**config.mk**
```make
export PLATFORM = sky130hd
export DESIGN_NAME = screen_sequencer
export DESIGN_NICKNAME = d
export VERILOG_FILES = /design/src/rtl/game_pkg.sv /design/src/rtl/screen_sequencer_btn_debounce.sv /design/src/rtl/screen_sequencer.sv
export SDC_FILE = /design/constraint.sdc
export NUM_CORES = 1
export LEC_CHECK = 0
export ABC_AREA = 1
export CORE_MARGIN = 2
export CORE_UTILIZATION = 34
export CTS_BUF_LIST = sky130_fd_sc_hd__clkbuf_4 sky130_fd_sc_hd__clkbuf_8
export CTS_CLUSTER_DIAMETER = 40
export DETAILED_ROUTE_END_ITERATION = 10
export PLACE_DENSITY = 0.5
export SYNTH_ARGS = -nofsm -noshare
export SYNTH_HDL_FRONTEND = slang
export SYNTH_HIERARCHICAL = 1
export SYNTH_SLANG_ARGS = --single-unit
```
**constraint.sdc**
```tcl
create_clock -name clk40 -period 2.79 [get_ports clk40]
set_input_delay 0.279 -clock clk40 [delete_from_list [all_inputs] [get_ports clk40]]
set_output_delay 0.279 -clock clk40 [all_outputs]
set_load 0.005 [all_outputs]
```
**src/rtl/game_pkg.sv**
```systemverilog
// Shared definitions for the screen sequencing logic: state codes,
// default timing for a 40 MHz pixel clock at 60 frames per second,
// and a helper that sizes counters from their terminal count.
package game_pkg;

  // Sequencer state codes, also exported on state_out.
  typedef enum logic [2:0] {
    S_START    = 3'd0,
    S_READY    = 3'd1,
    S_GAME     = 3'd2,
    S_END_LOCK = 3'd3,
    S_END      = 3'd4
  } state_t;

  localparam int CLK_HZ             = 40_000_000;
  localparam int FRAME_RATE         = 60;
  localparam int DEBOUNCE_DEFAULT   = CLK_HZ / 100;   // 10 ms of stable level
  localparam int READY_SECS_DEFAULT = 3;
  localparam int END_HOLD_DEFAULT   = 2 * FRAME_RATE; // two seconds of end screen

  // Counter width able to hold 0..n-1; never narrower than one bit.
  function automatic int cnt_w(input int n);
    return (n > 1) ? $clog2(n) : 1;
  endfunction

endpackage

```
**src/rtl/screen_sequencer_btn_debounce.sv**
```systemverilog
// Button conditioner: two-flop synchronizer, stability counter that only
// accepts a new level after it has been seen for CYCLES consecutive
// cycles, and a one-cycle press pulse on the accepted rising edge.
module btn_debounce
  import game_pkg::*;
#(
  parameter int CYCLES = DEBOUNCE_DEFAULT
) (
  input  logic clk40,
  input  logic rst,
  input  logic btn_in,
  output logic level,
  output logic press
);

  localparam int              CW     = cnt_w(CYCLES);
  localparam logic [CW-1:0]   C_LAST = CW'(CYCLES - 1);

  logic          r_sync1;
  logic          r_sync2;
  logic          r_level;
  logic          r_press;
  logic [CW-1:0] r_cnt;

  // Bring the raw asynchronous button into the clk40 domain.
  always_ff @(posedge clk40) begin
    if (rst) begin
      r_sync1 <= 1'b0;
      r_sync2 <= 1'b0;
    end else begin
      r_sync1 <= btn_in;
      r_sync2 <= r_sync1;
    end
  end

  // Count consecutive cycles the synchronized input differs from the
  // accepted level; flip the level when the run reaches CYCLES and emit
  // a press only when the new level is high.
  always_ff @(posedge clk40) begin
    if (rst) begin
      r_level <= 1'b0;
      r_press <= 1'b0;
      r_cnt   <= '0;
    end else begin
      r_press <= 1'b0;
      if (r_sync2 == r_level) begin
        r_cnt <= '0;
      end else if (r_cnt == C_LAST) begin
        r_level <= r_sync2;
        r_press <= r_sync2;
        r_cnt   <= '0;
      end else begin
        r_cnt <= r_cnt + 1'b1;
      end
    end
  end

  assign level = r_level;
  assign press = r_press;

endmodule

```
**src/rtl/screen_sequencer.sv**
```systemverilog
// Frame-synchronous screen sequencer. Debounces the player buttons,
// latches game-over, runs the get-ready countdown and the end-screen
// hold, and emits start/end_game/restart pulses only in the cycle after
// a vertical-blank rising edge so the display never switches mid-frame.
module screen_sequencer
  import game_pkg::*;
#(
  parameter int DEBOUNCE_CYCLES = DEBOUNCE_DEFAULT,
  parameter int FRAMES_PER_SEC  = FRAME_RATE,
  parameter int READY_SECS      = READY_SECS_DEFAULT,
  parameter int END_HOLD_FRAMES = END_HOLD_DEFAULT
) (
  input  logic       clk40,
  input  logic       rst,
  input  logic       btn_start,
  input  logic       btn_restart,
  input  logic       game_over_in,
  input  logic       vblnk_in,
  output logic       start,
  output logic       end_game,
  output logic       restart,
  output logic [2:0] state_out,
  output logic [1:0] countdown_digit
);

  localparam int            FW        = cnt_w(FRAMES_PER_SEC);
  localparam int            HW        = cnt_w(END_HOLD_FRAMES);
  localparam logic [FW-1:0] F_LAST    = FW'(FRAMES_PER_SEC - 1);
  localparam logic [HW-1:0] H_LAST    = HW'(END_HOLD_FRAMES - 1);
  localparam logic [1:0]    SECS_INIT = 2'(READY_SECS);

  logic          w_start_press;
  logic          w_restart_press;
  logic          w_start_level;
  logic          w_restart_level;
  logic          w_unused_levels;
  logic          w_tick;
  logic          w_take_start;
  logic          w_take_end;
  logic          w_take_restart;

  logic          r_vblnk_d;
  logic          r_pend_start;
  logic          r_pend_end;
  logic          r_pend_restart;
  state_t        r_state;
  logic [FW-1:0] r_fcnt;
  logic [HW-1:0] r_hcnt;
  logic [1:0]    r_secs;
  logic          r_start;
  logic          r_end_game;
  logic          r_restart;

  btn_debounce #(
    .CYCLES (DEBOUNCE_CYCLES)
  ) u_db_start (
    .clk40  (clk40),
    .rst    (rst),
    .btn_in (btn_start),
    .level  (w_start_level),
    .press  (w_start_press)
  );

  btn_debounce #(
    .CYCLES (DEBOUNCE_CYCLES)
  ) u_db_restart (
    .clk40  (clk40),
    .rst    (rst),
    .btn_in (btn_restart),
    .level  (w_restart_level),
    .press  (w_restart_press)
  );

  // Debounced levels are not needed here; only the press pulses drive the FSM.
  assign w_unused_levels = w_start_level ^ w_restart_level;

  // Delayed vblank; held high in reset so a blank already in progress
  // when reset releases does not look like a new frame.
  always_ff @(posedge clk40) begin
    if (rst) begin
      r_vblnk_d <= 1'b1;
    end else begin
      r_vblnk_d <= vblnk_in;
    end
  end

  assign w_tick = vblnk_in & ~r_vblnk_d;

  // A pending request is served only on a tick and only from its state.
  assign w_take_start   = w_tick && (r_state == S_START) && r_pend_start;
  assign w_take_end     = w_tick && (r_state == S_GAME)  && r_pend_end;
  assign w_take_restart = w_tick && (r_state == S_END)   && r_pend_restart;

  // Pending flags: latch a request only in the state that can use it,
  // clear it on the tick that serves it (clear beats a same-cycle set so
  // a level-held game_over cannot re-arm after being served).
  always_ff @(posedge clk40) begin
    if (rst) begin
      r_pend_start   <= 1'b0;
      r_pend_end     <= 1'b0;
      r_pend_restart <= 1'b0;
    end else begin
      if (w_take_start) begin
        r_pend_start <= 1'b0;
      end else if (w_start_press && (r_state == S_START)) begin
        r_pend_start <= 1'b1;
      end

      if (w_take_end) begin
        r_pend_end <= 1'b0;
      end else if (game_over_in && (r_state == S_GAME)) begin
        r_pend_end <= 1'b1;
      end

      if (w_take_restart) begin
        r_pend_restart <= 1'b0;
      end else if (w_restart_press && (r_state == S_END)) begin
        r_pend_restart <= 1'b1;
      end
    end
  end

  // Sequencer FSM with frame/second/hold counters and registered pulses.
  // r_secs doubles as the countdown digit and is kept at 0 outside READY.
  always_ff @(posedge clk40) begin
    if (rst) begin
      r_state    <= S_START;
      r_fcnt     <= '0;
      r_hcnt     <= '0;
      r_secs     <= 2'd0;
      r_start    <= 1'b0;
      r_end_game <= 1'b0;
      r_restart  <= 1'b0;
    end else begin
      r_start    <= 1'b0;
      r_end_game <= 1'b0;
      r_restart  <= 1'b0;
      case (r_state)
        S_START: begin
          if (w_take_start) begin
            r_state <= S_READY;
            r_fcnt  <= '0;
            r_secs  <= SECS_INIT;
          end
        end
        S_READY: begin
          if (w_tick) begin
            if (r_fcnt == F_LAST) begin
              r_fcnt <= '0;
              if (r_secs == 2'd1) begin
                r_start <= 1'b1;
                r_state <= S_GAME;
                r_secs  <= 2'd0;
              end else begin
                r_secs <= r_secs - 2'd1;
              end
            end else begin
              r_fcnt <= r_fcnt + 1'b1;
            end
          end
        end
        S_GAME: begin
          if (w_take_end) begin
            r_end_game <= 1'b1;
            r_state    <= S_END_LOCK;
            r_hcnt     <= '0;
          end
        end
        S_END_LOCK: begin
          if (w_tick) begin
            if (r_hcnt == H_LAST) begin
              r_state <= S_END;
            end else begin
              r_hcnt <= r_hcnt + 1'b1;
            end
          end
        end
        S_END: begin
          if (w_take_restart) begin
            r_restart <= 1'b1;
            r_state   <= S_START;
          end
        end
        default: begin
          r_state <= S_START;
          r_secs  <= 2'd0;
        end
      endcase
    end
  end

  assign start           = r_start;
  assign end_game        = r_end_game;
  assign restart         = r_restart;
  assign state_out       = r_state;
  assign countdown_digit = r_secs;

endmodule

```
==> results.toml, run 1 <==
[logic_synthesis]
netlist_instances = 497
synth_cell_type_count = 30
seq_area_frac_synth_pct = 40.7
yosysWarnings = 6
synth.ff_latch_count = 71
synthesis.area_per_instance_um2 = 7.02
most_area_consuming_cells_after_synthesis = "sky130_fd_sc_hd__dfxtp_1 (41%), sky130_fd_sc_hd__nand2_1 (14%), sky130_fd_sc_hd__nor2_1 (12%)"
postSynthNetCount = 508
synth.largest_area_cell = "sky130_fd_sc_hd__dfxtp_1"
post_synth_instance_area_mm2 = 0.00349
synth.top_cell.area_share_pct = 40.7

[finish]
syn2layout_area_growth_pct = 14.5
fillers = 1055
nNetsFinal = 529
layout_commonest_cell = "sky130_fd_sc_hd__nand2_1"
finish.instance_area_mm2 = 0.00400
layout.cells.most_common_list = "sky130_fd_sc_hd__nand2_1 (128), sky130_fd_sc_hd__nor2_1 (108), sky130_fd_sc_hd__dfxtp_1 (71), sky130_fd_sc_hd__inv_1 (40), sky130_fd_sc_hd__nand3_1 (26)"
num_antenna_cells = 0
postLayoutCoreUtil_pct = 40.5
finalNonFillerCells = 655
layout-drive-gt1-share_pct = 9.77

[grt]
antenna_violations_before_repair = 0
grt_pass1_wl_um = 12500
grt_max_degree = 20
first_global_vias = 2885
globalRouteTotalUtil_pct = 13.7
globalRouteOverflowTotal = 0

[power_and_ir_drop]
powerDensity_mw_per_mm2 = 562
ir_drop_v = 0.000209
cellLeakagePower_nw = 1.39
report.power.total_mw = 2.25

[critical_path]
timing.setup.critical_path_class = "register to output pin"
crit_path_end_kind = "output pin"
path_cells = "clkdlybuf4s50_1"
crit_path_start = "state_out[1]$_SDFFE_PP0P_"
timing.critical_path.slowest_cell_delay_ns = 0.54
critical_path.max_fanout = 6
timing.reg2reg.worst_path_depth = 6
cp_top_family = "buffers and inverters"
timing.critical_path.depth = 1
critical_path.n_buffers_inverters = 1
cp.arrival_ns = 1.32
cp_slowest_cell = "sky130_fd_sc_hd__clkdlybuf4s50_1"
critical_path.reg2reg.startpoint = "u_db_restart/r_cnt[0]$_SDFF_PP0_"
critPathRequiredTime_ns = 2.51
crit_path_start_kind = "register"

[sta]
report.final.hold_viol_count = 0
timing.final.crit_share_pct = 57.4
fin_worst_skew_ns = 0.0105
fin_setup_tns_ns = 0
setup-violations-final = 0
maxSlewViolCount = 0
final_critical_delay_including_setup_and_external_delays_ns = 1.60
grt_setup_unrepaired = "false"
slew-limit-headroom_pct = 73.0
fmax_mhz = 624
max_slew.worst_pin.slew_ns = 0.404

[floorplanning]
core_region_area_mm2 = 0.00986
row_count = 36
initial_core_util_pct = 35.4
top_level_ports = 14
die_width_um = 105
fp.dieArea_mm2 = 0.0111
die-height_um = 105

[cts]
clk_path_buf_depth = 2
post_cts_hold_buffer_count = 0
postCtsSetupRepairBufs = 0
clock_sink_count = 71
worst_setup_hold_path_clk_slew_ns = 0.08
clk-insertion-delay-late_ns = 0.34
tritoncts = "yes"
cts-resized-gates = 0
htree_levels = 3
ctsRootBufferMaster = "sky130_fd_sc_hd__clkbuf_8"
total_cts_buffers = 9

[place]
place_hpwl_um = 5140
placed_cells = 640
detailed_place.area_mm2 = 0.00376
placement.io_buffers = 13
gp_congestion = 0.850

[worst_hold_path]
hp-class = "register to register"
hold_path_depth = 2
worst_hold_startpoint = "u_db_start/r_sync1$_SDFF_PP0_"

[detailed_routing]
firstDrtPassIters = 4
drt-vias-per-instance = 4.45
initialDrtViolationCount = 155
route.final.wire_length_um = 6870
wl_per_cell_um = 10.5
remaining_drc_errors = 0
antenna_left = 0
routed-via-count = 2916

[job]
drv_cap = 0

[status]
result_of_the_run = "finished, final reports clean"
==> registers in the layout (all words and copies together), names as in the netlist, 2 cells and up <==
signal and cells:
r_hcnt 7, state_out 3, u_db_start/r_cnt 19, u_db_restart/r_cnt 19, r_fcnt 6, countdown_digit 2
==> worst reg2reg max path: stages (launching register included) <==
cell and delay [ns]:
sky130_fd_sc_hd__dfxtp_1 0.42, sky130_fd_sc_hd__ha_1 0.29, sky130_fd_sc_hd__nand3_2 0.16, sky130_fd_sc_hd__nor2_1 0.26, sky130_fd_sc_hd__nand3_1 0.14, sky130_fd_sc_hd__xor2_1 0.14
sky130_fd_sc_hd__nor2_1 0.05
==> path summary, 6_finish.rpt <==
path,slack [ns],endpoint
worst max register to register,1.24,u_db_restart/r_cnt[14]$_SDFF_PP0_
worst min-delay path,0.41,u_db_start/r_sync2$_SDFF_PP0_
worst min register to register,0.41,u_db_start/r_sync2$_SDFF_PP0_
worst max-delay path,1.19,state_out[1]
==> synth_stat cells, drive strengths merged <==
master	number
clkbuf	1
xor2	16
ha	5
nand3b	2
nor3b	1
or2	8
nand3	34
nor2	122
nand2	130
buf	3
o21ai	10
inv	47
nor3	5
o21bai	3
a211oi	2
a21oi	24
xnor2	12
dfxtp	71
nor4	1
==> cell type report <==
type                            instances  area [um2]  share of cell area (%)
Clock buffer                            9         124                    3.10
Clock inverter                          6         110                    2.76
Inverter                               47         176                    4.42
Multi-Input combinational cell        375        1860                    46.5
Sequential cell                        71        1420                    35.6
Tap cell                              133         166                    4.17
Timing Repair Buffer                   14         138                    3.45
==> power by group <==
part	switching, mW	internal [mW]	leakage (nW)	total, mW
registers	0.0213	1.03	0.574	1.06
clock network	0.387	0.587	0.111	0.974
logic	0.133	0.0844	0.708	0.217
total	0.541	1.71	1.39	2.25
==> cell families (layout without fill, tap and decap cells) <==
| group | Yosys count | in the layout | synth area share (%) |
|---|---|---|---|
| AOI/OAI and AO/OA | 39 | 39 | 6.38 |
| and+or+nand+nor | 303 | 303 | 38.1 |
| DFF | 71 | 71 | 40.7 |
| xor gates and xnor gates | 28 | 28 | 7.03 |
| adders and majority gates | 5 | 5 | 1.79 |
| buffers and inverters | 51 | 76 | 5.95 |
==> per-stage QoR <==
stage               setup WS (ns)  hold WS, ns
finish                       1.19        0.406
global route                 1.03        0.447
CTS                          1.16        0.410
detailed placement          0.992        0.399
global placement             1.03        0.393
floorplan                    1.42        0.350
==> per-layer routing <==
layer  track usage, %  up-vias  share of wire [%]
met5                0        -                  0
met1             18.0     1279                 52
li1                 -     1592                  -
met3             3.53        8                3.3
met2             21.1       37                 44
met4             6.10        0                1.4
No activity file was read; power rests on OpenSTA's default activity.
==> run 2: changes to the inputs <==
- PLACE_DENSITY: 0.5 -> 0.51
- clock period: 2.79 -> 1.41 ns (I/O delays scaled with it)
==> run 2 against run 1 <==
Compared with the run above: core utilization up 5.9 points; setup slack got worse by 1.2 ns; largest power group unchanged; die area stayed put; via count is 11% higher.
==> results.toml, run 2 (synthesis results as in run 1) <==
[status]
result_of_the_run = "finished, final reports clean"

[finish]
layout-drive-gt1-share_pct = 26.7
syn2layout_area_growth_pct = 31.2
largestRegisters = "u_db_restart/r_cnt x19, u_db_start/r_cnt x19, r_hcnt x7"
layout.cells.most_common_list = "sky130_fd_sc_hd__nand2_1 (112), sky130_fd_sc_hd__nor2_1 (97), sky130_fd_sc_hd__dfxtp_1 (59), sky130_fd_sc_hd__buf_4 (44), sky130_fd_sc_hd__inv_1 (36)"
num_antenna_cells = 0
layout_commonest_cell = "sky130_fd_sc_hd__nand2_1"
nNetsFinal = 575

[cts]
htree_levels = 3
clk-insertion-delay-late_ns = 0.35
total_cts_buffers = 9
ctsRootBufferMaster = "sky130_fd_sc_hd__clkbuf_8"
tritoncts = "yes"
clock_sink_count = 71
worst_setup_hold_path_clk_slew_ns = 0.07
clk_path_buf_depth = 2

[floorplanning]
initial_core_util_pct = 35.4
row_count = 36
die_width_um = 105
fp.dieArea_mm2 = 0.0111
top_level_ports = 14
die-height_um = 105
core_region_area_mm2 = 0.00986

[sta]
fin_setup_tns_ns = 0
maxSlewViolCount = 0
max_slew.worst_pin.slew_ns = 0.369
report.final.hold_viol_count = 0
slew-limit-headroom_pct = 75.2
timing.final.crit_share_pct = 99.3
fmax_mhz = 714
setup-violations-final = 0
fin_worst_skew_ns = 0.00934
grt_setup_unrepaired = "true"
final_critical_delay_including_setup_and_external_delays_ns = 1.40

[detailed_routing]
route.final.wire_length_um = 7990
firstDrtPassIters = 4
remaining_drc_errors = 0
wl_per_cell_um = 11.4
initialDrtViolationCount = 58
drt-vias-per-instance = 4.60
routed-via-count = 3226
antenna_left = 0

[power_and_ir_drop]
powerDensity_mw_per_mm2 = 957
ir_drop_v = 0.000422
cellLeakagePower_nw = 1.63
report.power.total_mw = 4.38

[worst_hold_path]
hp-class = "primary input to register"
worst_hold_startpoint = "btn_start"

[grt]
grt_max_degree = 20
first_global_vias = 3022
antenna_violations_before_repair = 0
globalRouteOverflowTotal = 0
grt_pass1_wl_um = 13000
globalRouteTotalUtil_pct = 14.3

[critical_path]
cp_slowest_cell = "sky130_fd_sc_hd__clkdlybuf4s50_1"
critical_path.n_buffers_inverters = 1
crit_path_start = "state_out[0]$_SDFFE_PP0P_"
critical_path.reg2reg.startpoint = "r_hcnt[0]$_SDFFE_PP0P_"
critPathRequiredTime_ns = 1.27
path_cells = "clkdlybuf4s50_1"
critical_path.max_fanout = 5
cp_top_family = "buffers and inverters"
timing.critical_path.slowest_cell_delay_ns = 0.51
crit_path_end_kind = "output pin"
timing.setup.critical_path_class = "register to output pin"
cp.arrival_ns = 1.26
crit_path_start_kind = "register"

[job]
drv_cap = 0

[place]
place_hpwl_um = 5470
gp_congestion = 0.795
placement.io_buffers = 13
run 2: cell type report:
| class | count | area [um2] |
|---|---|---|
| timing repair buffer | 57 | 459 |
| clock buffer | 12 | 153 |
| sequential | 71 | 1440 |
| fill | 1004 | 5290 |
| multi-input combinational | 378 | 2130 |
| tap | 133 | 166 |
| clock inverter | 4 | 45.0 |
| inverter | 47 | 186 |
run 2: what timing repair did:
action,4_1_cts,5_1_grt
cloned,0,3
endpoints found under the hold margin,0,0
gates resized for setup,16,67
pin swaps,4,17
setup buffers,3,5
setup endpoints to repair,14,61
hold buffers,0,0
run 2: routing by layer:
| layer | routed length (um) | GRT usage, % | share of wire (%) |
|---|---|---|---|
| met4 | 72 | 4.57 | 0.90 |
| met5 | 0 | 0 | 0 |
| met1 | 3910 | 17.5 | 49 |
| met3 | 207 | 4.08 | 2.6 |
| met2 | 3800 | 24.1 | 48 |
run 2: worst paths after layout:
check,end,slack (ns),cells after the start
setup reg to reg,r_hcnt[2]$_SDFFE_PP0P_,0.04,9
setup / recovery,state_out[0],0.01,1
hold reg to reg,u_db_restart/r_sync2$_SDFF_PP0_,0.41,2
hold / removal,u_db_start/r_sync1$_SDFF_PP0_,0.33,3
run 2: report_power, final:
| part | total [mW] | switching, mW | internal, mW |
|---|---|---|---|
| Combinational | 0.642 | 0.383 | 0.258 |
| Sequential | 2.10 | 0.0443 | 2.05 |
| Clock | 1.64 | 0.744 | 0.897 |
| Total | 4.38 | 1.17 | 3.21 |
run 2: worst register-to-register path: cells and delay by family (launching register included):
| family | cells | cell delay [ns] |
|---|---|---|
| buffers and inverters | 1 | 0.15 |
| AND/OR/NAND/NOR | 6 | 0.52 |
| flip-flops | 1 | 0.36 |
| AO/OA/AOI/OAI | 1 | 0.11 |
| adder cells (fa/ha/maj) | 1 | 0.14 |
run 2: per-stage QoR:
stage	cell area (um2)	setup WS [ns]	instances	utilization [%]	hold WS (ns)
after floorplan	3490	0.0403	497	-	0.212
after global placement	4020	-0.196	675	40.8	0.391
after detailed placement	4020	-0.250	675	40.8	0.402
after CTS	4290	0.00370	694	43.5	0.312
after global routing	4580	-0.0654	702	46.4	0.342
final	4580	0.00967	702	46.4	0.329
==> run 3: changes to the inputs <==
- DONT_BUFFER_PORTS: default -> 1
- PLACE_DENSITY: 0.51 -> 0.5
==> run 3 against run 2 <==
Compared with the run above: power grew 3.9%; die area unchanged; sequential share of layout area up 1.5 points; flip-flop and latch count did not move; design area decreased by 4.6%; critical path depth rose by 5; first-iteration DRC count grew 79%; maximum frequency rose by 3.4%; sequential power hardly changed; routed wire length decreased by 5.3%; register-to-register slack better by 0.02 ns; via count decreased by 4.1%.
==> results.toml, run 3 (synthesis results as in run 1) <==
[critical_path]
critical_path.reg2reg.endpoint = "u_db_restart/press$_SDFF_PP0_"
crit_path_start = "u_db_restart/r_cnt[1]$_SDFF_PP0_"
crit_path_start_kind = "register"
cp.arrival_ns = 1.63
critPathRequiredTime_ns = 1.69
critical_path.reg2reg.startpoint = "u_db_restart/r_cnt[1]$_SDFF_PP0_"
critical_path.max_fanout = 4
regToRegSetupSlack_ns = 0.06
timing.reg2reg.worst_path_depth = 6
crit_path_end_kind = "register"
endpoint_of_the_most_critical_setup_path = "u_db_restart/press$_SDFF_PP0_"
timing.setup.critical_path_class = "register to register"

[status]
result_of_the_run = "finished, final reports clean"

[floorplanning]
die_width_um = 105
row_count = 36
initial_core_util_pct = 35.4
die-height_um = 105
core_region_area_mm2 = 0.00986
top_level_ports = 14
fp.dieArea_mm2 = 0.0111

[place]
gp_congestion = 0.819
detailed_place.area_mm2 = 0.00379
place_hpwl_um = 5130
placement.io_buffers = 0
placed_cells = 648
post-place-ws_ns = -0.0203

[cts]
total_cts_buffers = 9
ctsRootBufferMaster = "sky130_fd_sc_hd__clkbuf_8"
clk-insertion-delay-late_ns = 0.34
clk_path_buf_depth = 2
htree_levels = 3
worst_setup_hold_path_clk_slew_ns = 0.07
tritoncts = "yes"
clock_sink_count = 71

[detailed_routing]
route.final.wire_length_um = 7570
remaining_drc_errors = 0
antenna_left = 0
drt-vias-per-instance = 4.57
initialDrtViolationCount = 104
wl_per_cell_um = 11.2
routed-via-count = 3093
firstDrtPassIters = 4

[power_and_ir_drop]
ir_drop_v = 0.000528
cellLeakagePower_nw = 1.54
report.power.total_mw = 4.55
powerDensity_mw_per_mm2 = 1040

[sta]
slew-limit-headroom_pct = 61.5
report.final.hold_viol_count = 0
fin_worst_skew_ns = 0.00623
setup-violations-final = 0
maxSlewViolCount = 0
fmax_mhz = 739
setup_slack_ns = 0.0560
grt_setup_unrepaired = "true"
fin_setup_tns_ns = 0
max_slew.worst_pin.slew_ns = 0.576
final_critical_delay_including_setup_and_external_delays_ns = 1.35
timing.final.crit_share_pct = 96.0

[finish]
syn2layout_area_growth_pct = 25.1
finalNonFillerCells = 677
layout.cells.most_common_list = "sky130_fd_sc_hd__nand2_1 (121), sky130_fd_sc_hd__nor2_1 (98), sky130_fd_sc_hd__dfxtp_1 (61), sky130_fd_sc_hd__inv_1 (38), sky130_fd_sc_hd__buf_4 (27)"
largestRegisters = "u_db_restart/r_cnt x19, u_db_start/r_cnt x19, r_hcnt x7"
nNetsFinal = 550
num_antenna_cells = 0
layout_commonest_cell = "sky130_fd_sc_hd__nand2_1"
layout-drive-gt1-share_pct = 21.5
finish.instance_area_mm2 = 0.00436
fillers = 983

[worst_hold_path]
hp-class = "primary input to register"

[job]
drv_cap = 0

[grt]
first_global_vias = 2837
antenna_violations_before_repair = 0
globalRouteTotalUtil_pct = 13.9
grt_max_degree = 20
grt_pass1_wl_um = 12500
globalRouteOverflowTotal = 0
## run 3: cell types whose count changed in the layout (fill, tap and decap cells not counted), moves of 5 or more
cell | previous run | this run
sky130_fd_sc_hd__nand2_2 | 17 | 8
sky130_fd_sc_hd__buf_4 | 44 | 27
sky130_fd_sc_hd__clkdlybuf4s50_1 | 12 | 0
sky130_fd_sc_hd__dlygate4sd3_1 | 0 | 5
sky130_fd_sc_hd__nand2_1 | 112 | 121
## run 3: power by group
| part | internal [mW] | leakage, nW | total [mW] | switching, mW |
|---|---|---|---|---|
| Combinational | 0.171 | 0.836 | 0.476 | 0.305 |
| Clock | 1.21 | 0.126 | 1.97 | 0.761 |
| Sequential | 2.05 | 0.578 | 2.10 | 0.0522 |
| Total | 3.44 | 1.54 | 4.55 | 1.12 |
## run 3: final cells by class
| class | instances | area, um2 | area share [%] |
|---|---|---|---|
| clock buffer | 14 | 186 | 4.27 |
| clock inverter | 2 | 60.1 | 1.38 |
| inverter | 47 | 181 | 4.16 |
| multi-input combinational | 377 | 2060 | 47.1 |
| sequential | 71 | 1440 | 33.0 |
| tap | 133 | 166 | 3.81 |
| timing repair buffer | 33 | 273 | 6.25 |
## run 3: worst max-delay path: stages, from the launching register on
cell                      delay, ns
sky130_fd_sc_hd__dfxtp_1       0.34
sky130_fd_sc_hd__ha_1          0.20
sky130_fd_sc_hd__nand3_2       0.15
sky130_fd_sc_hd__nor2_4        0.17
sky130_fd_sc_hd__nand3_4       0.11
sky130_fd_sc_hd__or2_1         0.26
sky130_fd_sc_hd__nor2_2        0.08
## run 3: timing repair
action                                  CTS  global route
gates cloned                              0             2
gates resized for setup                   8            49
endpoints found under the setup margin    3            54
hold buffers                              5             0
setup buffers                             1             5
pin swaps                                 2             9
hold endpoints to repair                 14             0
## run 3: how the worst min path moves through the flow
stage,startpoint,endpoint,slack (ns),depth (start not counted)
after floorplan,rst,u_db_restart/r_sync1$_SDFF_PP0_,0.21,1
after global placement,rst,r_fcnt[1]$_SDFFE_PP0P_,0.22,1
after detailed placement,rst,u_db_restart/r_sync2$_SDFF_PP0_,0.22,1
after CTS,rst,u_db_start/level$_SDFFE_PP0P_,0.01,3
after global routing,vblnk_in,start$_SDFF_PP0_,0.05,2
final,vblnk_in,start$_SDFF_PP0_,0.07,2
## run 3: through the flow
| stage | util, % | hold slack (ns) |
|---|---|---|
| 3_5_place_dp | 38.4 | 0.218 |
| 3_3_place_gp | 38.4 | 0.216 |
| 4_1_cts | 41.7 | 0.0145 |
| 5_1_grt | 44.2 | 0.0542 |
| 2_1_floorplan | - | 0.212 |
| 6_report | 44.2 | 0.0706 |
## run 3: per-layer routing
layer	vias to the layer above	track usage (%)	part of all wire, %
met2	31	22.2	46
li1	1649	-	-
met4	0	7.24	2.1
met1	1398	17.5	50
met5	-	0	0
met3	15	3.09	2.5
